<file path="config.mk">
export PLATFORM = sky130hd
export DESIGN_NAME = dmem_load_unit
export DESIGN_NICKNAME = d
export VERILOG_FILES = /design/src/rtl/dmem_load_unit.sv
export SDC_FILE = /design/constraint.sdc
export NUM_CORES = 1
export LEC_CHECK = 0
export ABC_CLOCK_PERIOD_IN_PS = 2200
export BUFFER_PORTS_ARGS = -buffer_cell sky130_fd_sc_hd__buf_2
export CORE_MARGIN = 5
export CORE_UTILIZATION = 23
export CTS_CLUSTER_SIZE = 25
export DETAILED_ROUTE_END_ITERATION = 16
export SLEW_MARGIN = 20
export SYNTH_ARGS = -nofsm -noshare
export SYNTH_HDL_FRONTEND = slang
export SYNTH_SLANG_ARGS = --single-unit
</file>
<file path="constraint.sdc">
create_clock -name clk_i -period 2.2 [get_ports clk_i]
set_clock_uncertainty 0.1 [all_clocks]
set_input_delay 0.44 -clock clk_i [delete_from_list [all_inputs] [get_ports clk_i]]
set_output_delay 0.44 -clock clk_i [all_outputs]
set_load 0.05 [all_outputs]
</file>
<file path="src/rtl/dmem_load_unit.sv">
// Data-memory load unit: accepts a load, reads one aligned DMEM word and returns the extracted/extended result.
// Optional feature: define DMEM_LD_TIMEOUT_EN to fault a load after 15 WAIT cycles without read data.
module dmem_load_unit (
    input  logic        clk_i,
    input  logic        rst_i,
    input  logic        req_valid_i,
    output logic        req_ready_o,
    input  logic [5:0]  instr_opcode_i,
    input  logic [31:0] alu_out_i,
    output logic        mem_re_o,
    output logic [31:0] mem_addr_o,
    input  logic        mem_rvalid_i,
    input  logic [31:0] mem_rdata_i,
    output logic        rd_valid_o,
    output logic [31:0] rd_data_o,
    output logic        ld_fault_o
);

    localparam int unsigned OP_W   = 6;
    localparam int unsigned DATA_W = 32;
    localparam int unsigned WADR_W = 30;

    localparam logic [OP_W-1:0] OP_LB  = 6'b100000;
    localparam logic [OP_W-1:0] OP_LH  = 6'b100001;
    localparam logic [OP_W-1:0] OP_LW  = 6'b100010;
    localparam logic [OP_W-1:0] OP_LBU = 6'b100100;
    localparam logic [OP_W-1:0] OP_LHU = 6'b100101;

    typedef enum logic [1:0] {
        IDLE = 2'd0,
        REQ  = 2'd1,
        WAIT = 2'd2,
        RESP = 2'd3
    } state_t;

    state_t              state_q, state_d;
    logic [OP_W-1:0]     op_q;
    logic [1:0]          off_q;
    logic [WADR_W-1:0]   waddr_q;
    logic [DATA_W-1:0]   data_q;
    logic                fault_q;

    logic                is_load_c;
    logic                misalign_c;
    logic                accept_c;
    logic                capture_c;
    logic                timeout_c;

`ifdef DMEM_LD_TIMEOUT_EN
    localparam int unsigned CNT_W = 4;
    logic [CNT_W-1:0]    cnt_q;
`endif

    // Lane extraction and extension, driven only by the registered opcode/offset.
    function automatic logic [DATA_W-1:0] extract(input logic [OP_W-1:0] op,
                                                  input logic [1:0] off,
                                                  input logic [DATA_W-1:0] w);
        logic [7:0]  b;
        logic [15:0] h;
        b = w[{off, 3'b000} +: 8];
        h = off[1] ? w[31:16] : w[15:0];
        case (op)
            OP_LB:   extract = {{24{b[7]}}, b};
            OP_LBU:  extract = {24'd0, b};
            OP_LH:   extract = {{16{h[15]}}, h};
            OP_LHU:  extract = {16'd0, h};
            OP_LW:   extract = {w[31:16], w[7:0], w[15:8]};
            default: extract = '0;
        endcase
    endfunction

    assign is_load_c = (instr_opcode_i == OP_LB)  || (instr_opcode_i == OP_LH)  ||
                       (instr_opcode_i == OP_LW)  || (instr_opcode_i == OP_LBU) ||
                       (instr_opcode_i == OP_LHU);

    assign misalign_c = (((instr_opcode_i == OP_LH) || (instr_opcode_i == OP_LHU)) && alu_out_i[0]) ||
                        ((instr_opcode_i == OP_LW) && (alu_out_i[1:0] != 2'b00));

    // Next-state and per-cycle strobes.
    always_comb begin
        state_d   = state_q;
        accept_c  = 1'b0;
        capture_c = 1'b0;
        timeout_c = 1'b0;
        case (state_q)
            IDLE: begin
                if (req_valid_i && is_load_c) begin
                    accept_c = 1'b1;
                    state_d  = misalign_c ? RESP : REQ;
                end
            end
            REQ:  state_d = WAIT;
            WAIT: begin
                if (mem_rvalid_i) begin
                    capture_c = 1'b1;
                    state_d   = RESP;
                end
`ifdef DMEM_LD_TIMEOUT_EN
                else if (cnt_q == 4'd14) begin
                    timeout_c = 1'b1;
                    state_d   = RESP;
                end
`endif
            end
            RESP: state_d = IDLE;
            default: state_d = IDLE;
        endcase
    end

    always_ff @(posedge clk_i) begin
        if (rst_i) begin
            state_q <= IDLE;
            op_q    <= '0;
            off_q   <= '0;
            waddr_q <= '0;
            data_q  <= '0;
            fault_q <= 1'b0;
        end else begin
            state_q <= state_d;
            if (accept_c) begin
                op_q    <= instr_opcode_i;
                off_q   <= alu_out_i[1:0];
                waddr_q <= alu_out_i[31:2];
                data_q  <= '0;
                fault_q <= misalign_c;
            end
            if (capture_c) begin
                data_q <= extract(op_q, off_q, mem_rdata_i);
            end
            if (timeout_c) begin
                fault_q <= 1'b1;
            end
        end
    end

`ifdef DMEM_LD_TIMEOUT_EN
    // Counts WAIT cycles without read data; restarts each time REQ hands over to WAIT.
    always_ff @(posedge clk_i) begin
        if (rst_i) begin
            cnt_q <= '0;
        end else if (state_q == REQ) begin
            cnt_q <= '0;
        end else if ((state_q == WAIT) && !mem_rvalid_i) begin
            cnt_q <= cnt_q + 4'd1;
        end
    end
`endif

    assign req_ready_o = (state_q == IDLE);
    assign mem_re_o    = (state_q == REQ);
    assign mem_addr_o  = ((state_q == REQ) || (state_q == WAIT)) ? {waddr_q, 2'b00} : 32'd0;
    assign rd_valid_o  = (state_q == RESP);
    assign rd_data_o   = data_q;
    assign ld_fault_o  = fault_q;

endmodule

</file>
==> metrics.txt, run 1 <==
PwrDens=824 mW/mm²; startpoint types=flop; number of max-cap violations=0; run status=finished clean; GP Congestion=0.801; critical path endpoint category=output pin; Distinct cells, synth=35; DRT antenna net count=0; number of flops mapped to enable cells by yosys=0; row count=44; die area=0.0171 mm²; Peak VDD IR=0.513 mV; total placed cells including tap cells=715; Leak=between 0.002 and 0.0025 µW; Initial Util=23.2%; max incr delay on CP=0.37 ns; main area contributors after synthesis=dfxtp_1 44%, nand2_1 12%, and2_1 6.0%; Hold Path Depth=3; vias in the first global route=3,243; synthesized flop and latch total=73; CORE AREA=~0.014 mm²; unrepaired setup endpoints after global routing=true; Residual DRC=0; Hold Slack=0.239 ns; fin crit share=96.7%; largest fanout on the critical path=15; Slew HR=55.4%; WL final=11.0 mm; Post-Syn Area=0.00335 mm²; cell count along the critical path=5; final period demand of the worst path=2.13 ns; gr usage total=12.3%; Highest Clock Rate=around 470 MHz; via count=3,347; Slowest cell on crit path=dfxtp_2; Sink Count=between 70 and 80; Final Non-Filler Cells=~730; initial antenna violation count=1; total grt overflow=0; Layout area overhead=41.2%; CTS H-tree lvls=3; DPL Wire Length=7.91 mm; Worst R2R Setup Slack=0.13 ns; fillers=1,572; arrival time worst endpoint=1.59 ns; IO buf count=139; Final Hold Fails=0; share of layout cells above drive strength 1=34.7%; Iteration-0 DRC Markers=183; ANT cells=0; Worst-Skew Late Latency=0.34 ns; clk buf depth=2; critical path required time=1.66 ns; top cells by count, synth=105 x nand2_1, 73 x dfxtp_1, 37 x a21oi_1; most common cell in the synthesized netlist=nand2_1; CTS tree=yes; fin nets=about 620; Die Ht=131 µm; first-pass GRT wire length=16.4 mm; Post-synth top flop=dfxtp_1; Post-synth ARST share=0%; CP delay by family, top=buffers and inverters; Reg clk slew, reported paths=0.06 ns; Buf/Inv on CP=3; final instance area=0.00473 mm²; post-synth top area share=43.7%; r2r worst-path depth=7; Hold Crit Class=in -> reg; CTS root buf=clkbuf_16; final slew viol count=0; Power, Total=roughly 4000 µW; YS warnings=0; placed cell area=0.00428 mm²; Ports=142; Die Span X=about 130 µm; synthesized area per cell=8.24 µm²; Crit Path Category=reg -> out; Syn Inst Count=between 400 and 500; Final Setup Violations=0; sequential-to-total area share from yosys stat=43.7%; drt wl/cell=around 15 µm; via/cell ratio=4.57; TritonCTS Buffers=9; largest net degree at the start of global routing=43; Synth area leader=dfxtp_1; Tightest Pin Transition=0.667 ns; CP cell instances=inv_1 > ha_4 > clkbuf_16 > and2_1 > buf_4; total iterations of the first detailed-routing run=4
[where the power goes]
part | switching [µW] | leakage, µW | total [µW] | internal (µW)
combinational | 656 | 0.00141 | 1070 | 412
sequential | 35.0 | 0.000590 | 1420 | 1380
clock | 559 | 0.000138 | 1410 | 848
total | 1250 | 0.00213 | 3890 | 2640
[final timing paths]
check                     start            end
setup / recovery     state_q[1]  mem_addr_o[5]
hold reg to reg     waddr_q[12]    waddr_q[12]
hold / removal    alu_out_i[23]    waddr_q[21]
setup reg to reg     state_q[0]  rd_data_o[30]
[worst register-to-register path, stage by stage, from the launching register on]
cell	delay (ns)
dfxtp_1	0.30
inv_1	0.15
ha_4	0.17
and2_4	0.16
buf_6	0.13
nand4_1	0.23
or4b_4	0.66
nand2_1	0.10
[routing by layer]
metal / part of all wire (%) / up-vias / global-route usage, %
met4: 1.3 / 2 / 3.93
met1: 43 / 1513 / 15.1
li1: - / 1670 / -
met5: 0.063 / - / 0
met3: 14 / 13 / 6.67
met2: 41 / 149 / 18.5
[registers in the layout, indices dropped and copies added (netlist names)]
| signal | count |
|---|---|
| rd_data_o | 32 |
| waddr_q | 30 |
| op_q | 6 |
| off_q | 2 |
| state_q | 2 |
| ld_fault_o | 1 |
[timing repair]
| item | 4_1_cts | 5_1_grt |
|---|---|---|
| hold endpoints to repair | 0 | 0 |
| cloned | 0 | 2 |
| hold buffers | 0 | 0 |
| pin swaps | 0 | 2 |
| resized for setup | 31 | 12 |
| setup endpoints to repair | 30 | 55 |
| buffers inserted | 0 | 0 |
[kinds of logic (layout without fill, tap and decap cells)]
group,Yosys count,in the layout,synth area share [%]
buf+inv,37,177,5.38
compound gates,84,84,15.9
flops,73,73,43.7
mux,25,25,8.15
fa+ha+maj,4,4,1.50
other cells,1,2,0.112
simple gates,182,183,25.3
[cells in the final DEF, fill, tap and decap left out, types with 8 or more instances in the layout]
master / synthesis / final
mux2i_1: 16 / 16
buf_2: 9 / 109
a221oi_1: 15 / 15
nor2_1: 16 / 16
dfxtp_1: 73 / 72
o21ai_0: 10 / 10
nor3_1: 10 / 10
a21oi_1: 37 / 37
nand2_1: 105 / 105
clkbuf_16: 0 / 10
a22oi_1: 16 / 16
mux2_2: 8 / 8
and2_1: 32 / 31
buf_4: 2 / 44
[stage by stage]
stage	setup slack (ns)	util (%)	TNS (ns)
floorplan	0.0650	-	0
global placement	-0.0694	29.7	-0.725
detailed placement	-0.0600	29.7	-0.694
CTS	0.00333	32.2	0
global route	-0.000635	32.8	-0.00115
finish	0.0723	32.8	0
[final cells by class]
| class | instances | area (µm²) | area share, % |
|---|---|---|---|
| Clock buffer | 13 | 270 | 5.72 |
| Sequential cell | 73 | 1460 | 31.0 |
| Clock inverter | 2 | 12.5 | 0.265 |
| Inverter | 2 | 7.51 | 0.159 |
| Timing Repair Buffer | 160 | 986 | 20.9 |
| Multi-Input combinational cell | 298 | 1760 | 37.2 |
| Tap cell | 184 | 230 | 4.87 |
(Power assumes the default switching activity.)
==> run 2, diff against run 1 <==
--- a/config.mk
+++ b/config.mk
@@ -6,7 +6,7 @@
 export NUM_CORES = 1
 export LEC_CHECK = 0
 export ABC_CLOCK_PERIOD_IN_PS = 2200
-export BUFFER_PORTS_ARGS = -buffer_cell sky130_fd_sc_hd__buf_2
+export BUFFER_PORTS_ARGS = -buffer_cell sky130_fd_sc_hd__buf_4
 export CORE_MARGIN = 5
 export CORE_UTILIZATION = 23
 export CTS_CLUSTER_SIZE = 25
==> run 2 against run 1 <==
  * Maximum frequency rose by 0.58%
  * Non-clock buffer count decreased by 4
  * Die area unchanged
  * First-iteration DRC count up 45%
  * Largest cell class unchanged
==> metrics.txt, run 2 (same netlist as run 1, synthesis figures left out) <==
run status=finished clean; final setup margin=0.0845 ns (+0.0122 ns); met3 wire length=1.31 mm (-16%); Residual DRC=0 (unchanged); unrepaired setup endpoints after global routing=false; via count=3,349 (+0.060%); Worst R2R Start=state_q[0]; top layer in use=met4; Sink Count=73 (unchanged); total grt overflow=0 (unchanged); vias in the first global route=3,330 (+2.7%); met2 WL=4.72 mm (+3.5%); Tightest Pin Transition=0.712 ns (+0.0451 ns); Die Span X=131 µm (unchanged); hold path start=mem_rdata_i[20]; Worst-Skew Late Latency=0.34 ns (about the same); Crit Path Category=reg -> out; hold path endpoint=rd_data_o[20]; fin nets=617 (-0.80%); FF-to-FF End=rd_data_o[17]; number of max-cap violations=0 (unchanged); Leak=0.00218 µW (+2.2%); share of layout cells above drive strength 1=34.2% (-0.48 points); Initial Util=23.2% (unchanged); startpoint types=flop; via/cell ratio=4.60 (+0.61%); arrival time worst endpoint=1.58 ns (about the same); IO buf count=139 (unchanged); CTS tree=yes; Die Ht=131 µm (unchanged); DRT met1 WL=4.80 mm (+0.36%); CTS H-tree lvls=3 (unchanged); Hold Crit Class=in -> reg; critical path required time=1.66 ns (about the same); pre-CTS WS=-0.0347 ns (+0.0253 ns); largest net degree at the start of global routing=44 (+2.3%); first-pass GRT wire length=16.6 mm (+0.88%); Final Hold Fails=0 (unchanged); Final Util=34.6% (+1.8 points); most frequent cells in the layout=144 x buf_4, 105 x nand2_1, 72 x dfxtp_1; largest fanout on the critical path=15 (unchanged); clk buf depth=2 (unchanged); critical path endpoint category=output pin; Layout area overhead=49.1%; total iterations of the first detailed-routing run=4 (unchanged); final slew viol count=0 (unchanged); row count=44 (unchanged); initial antenna violation count=0 (-1); DPL Wire Length=8.22 mm (+3.9%); GP Congestion=0.795 (-0.74%); TritonCTS Buffers=9 (unchanged); DRT antenna net count=0 (unchanged); Hold Buf Count CTS=0 (unchanged); max FFs per register=32 (unchanged); Final Setup Violations=0 (unchanged); Slew HR=52.3% (-3.1 points); WL final=11.0 mm (-0.17%); PwrDens=819 mW/mm² (-0.61%); ANT cells=0 (unchanged); fillers=1,525 (-3.0%); Setup TNS=0 ns (unchanged); r2r worst-path depth=7 (unchanged); commonest non-fill, non-tap cell in the layout=buf_4; Reg clk slew, reported paths=0.06 ns (about the same); Power, Total=4090 µW (+5.0%); fin crit share=96.2% (-0.55 points); Hold Path Depth=3 (unchanged); drt wl/cell=15.2 µm (+0.38%); CORE AREA=0.0144 mm² (unchanged); Peak VDD IR=0.380 mV (-26%); Highest Clock Rate=473 MHz (+0.58%); die area=0.0171 mm² (unchanged); Hold Slack=0.235 ns (-0.00418 ns); Worst R2R Setup Slack=0.25 ns (+0.12 ns); Iteration-0 DRC Markers=265 (+45%); Ports=142 (unchanged); CTS root buf=clkbuf_16; gr usage total=12.5% (+0.23 points); final period demand of the worst path=2.12 ns (-0.0122 ns)
## run 2: cell count changes in the layout (fill, tap and decap cells not counted), sizes merged
cell / change
buf: -4
clkbuf: -3
bufinv: +2
clkinvlp: +2
or4b: -1
## run 2: cell type report
cell class | count | area, µm² | area share, %
Tap cell | 184 | 230 | 4.61
Multi-Input combinational cell | 297 | 1720 | 34.5
Clock inverter | 6 | 91.3 | 1.83
Timing Repair Buffer | 156 | 1240 | 24.8
Inverter | 2 | 7.51 | 0.150
Clock buffer | 10 | 239 | 4.79
Sequential cell | 73 | 1460 | 29.3
## run 2: where the power goes
| part | internal (µW) | total (µW) | switching [µW] |
|---|---|---|---|
| logic | 427 | 1070 | 643 |
| clock network | 1020 | 1600 | 577 |
| registers | 1380 | 1410 | 33.7 |
## run 2: per-layer routing
layer  up-vias  track usage [%]
met5         -                0
met4         0             3.63
met3        15             6.79
met2       146             18.5
met1      1539             15.8
li1       1649                -
## run 2: critical path: stages (launching register included)
cell and delay [ns]:
dfxtp_2 0.35, inv_1 0.08, ha_4 0.29, clkbuf_8 0.18, and2_1 0.17, buf_6 0.17
## run 2: per-stage QoR
step                      instance area, µm²  std cells
final                                   4990        728
after global routing                    4990        728
after CTS                               4930        726
after detailed placement                4580        710
after global placement                  4580        710
after floorplan                         3350        407
## run 2: how the worst max path moves through the flow
stage,from,to,slack (ns),cells after the start
floorplan,state_q[0],rd_data_o[18],0.06,8
global placement,state_q[1],mem_addr_o[5],0.06,4
detailed placement,state_q[1],mem_addr_o[5],-0.03,4
CTS,state_q[1],mem_addr_o[28],0.002,4
global route,state_q[0],mem_addr_o[21],0.005,5
finish,state_q[1],mem_addr_o[2],0.08,5
## run 2: what timing repair did
| item | CTS | global route |
|---|---|---|
| setup endpoints to repair | 32 | 30 |
| setup buffers | 0 | 2 |
| gates resized for setup | 6 | 7 |
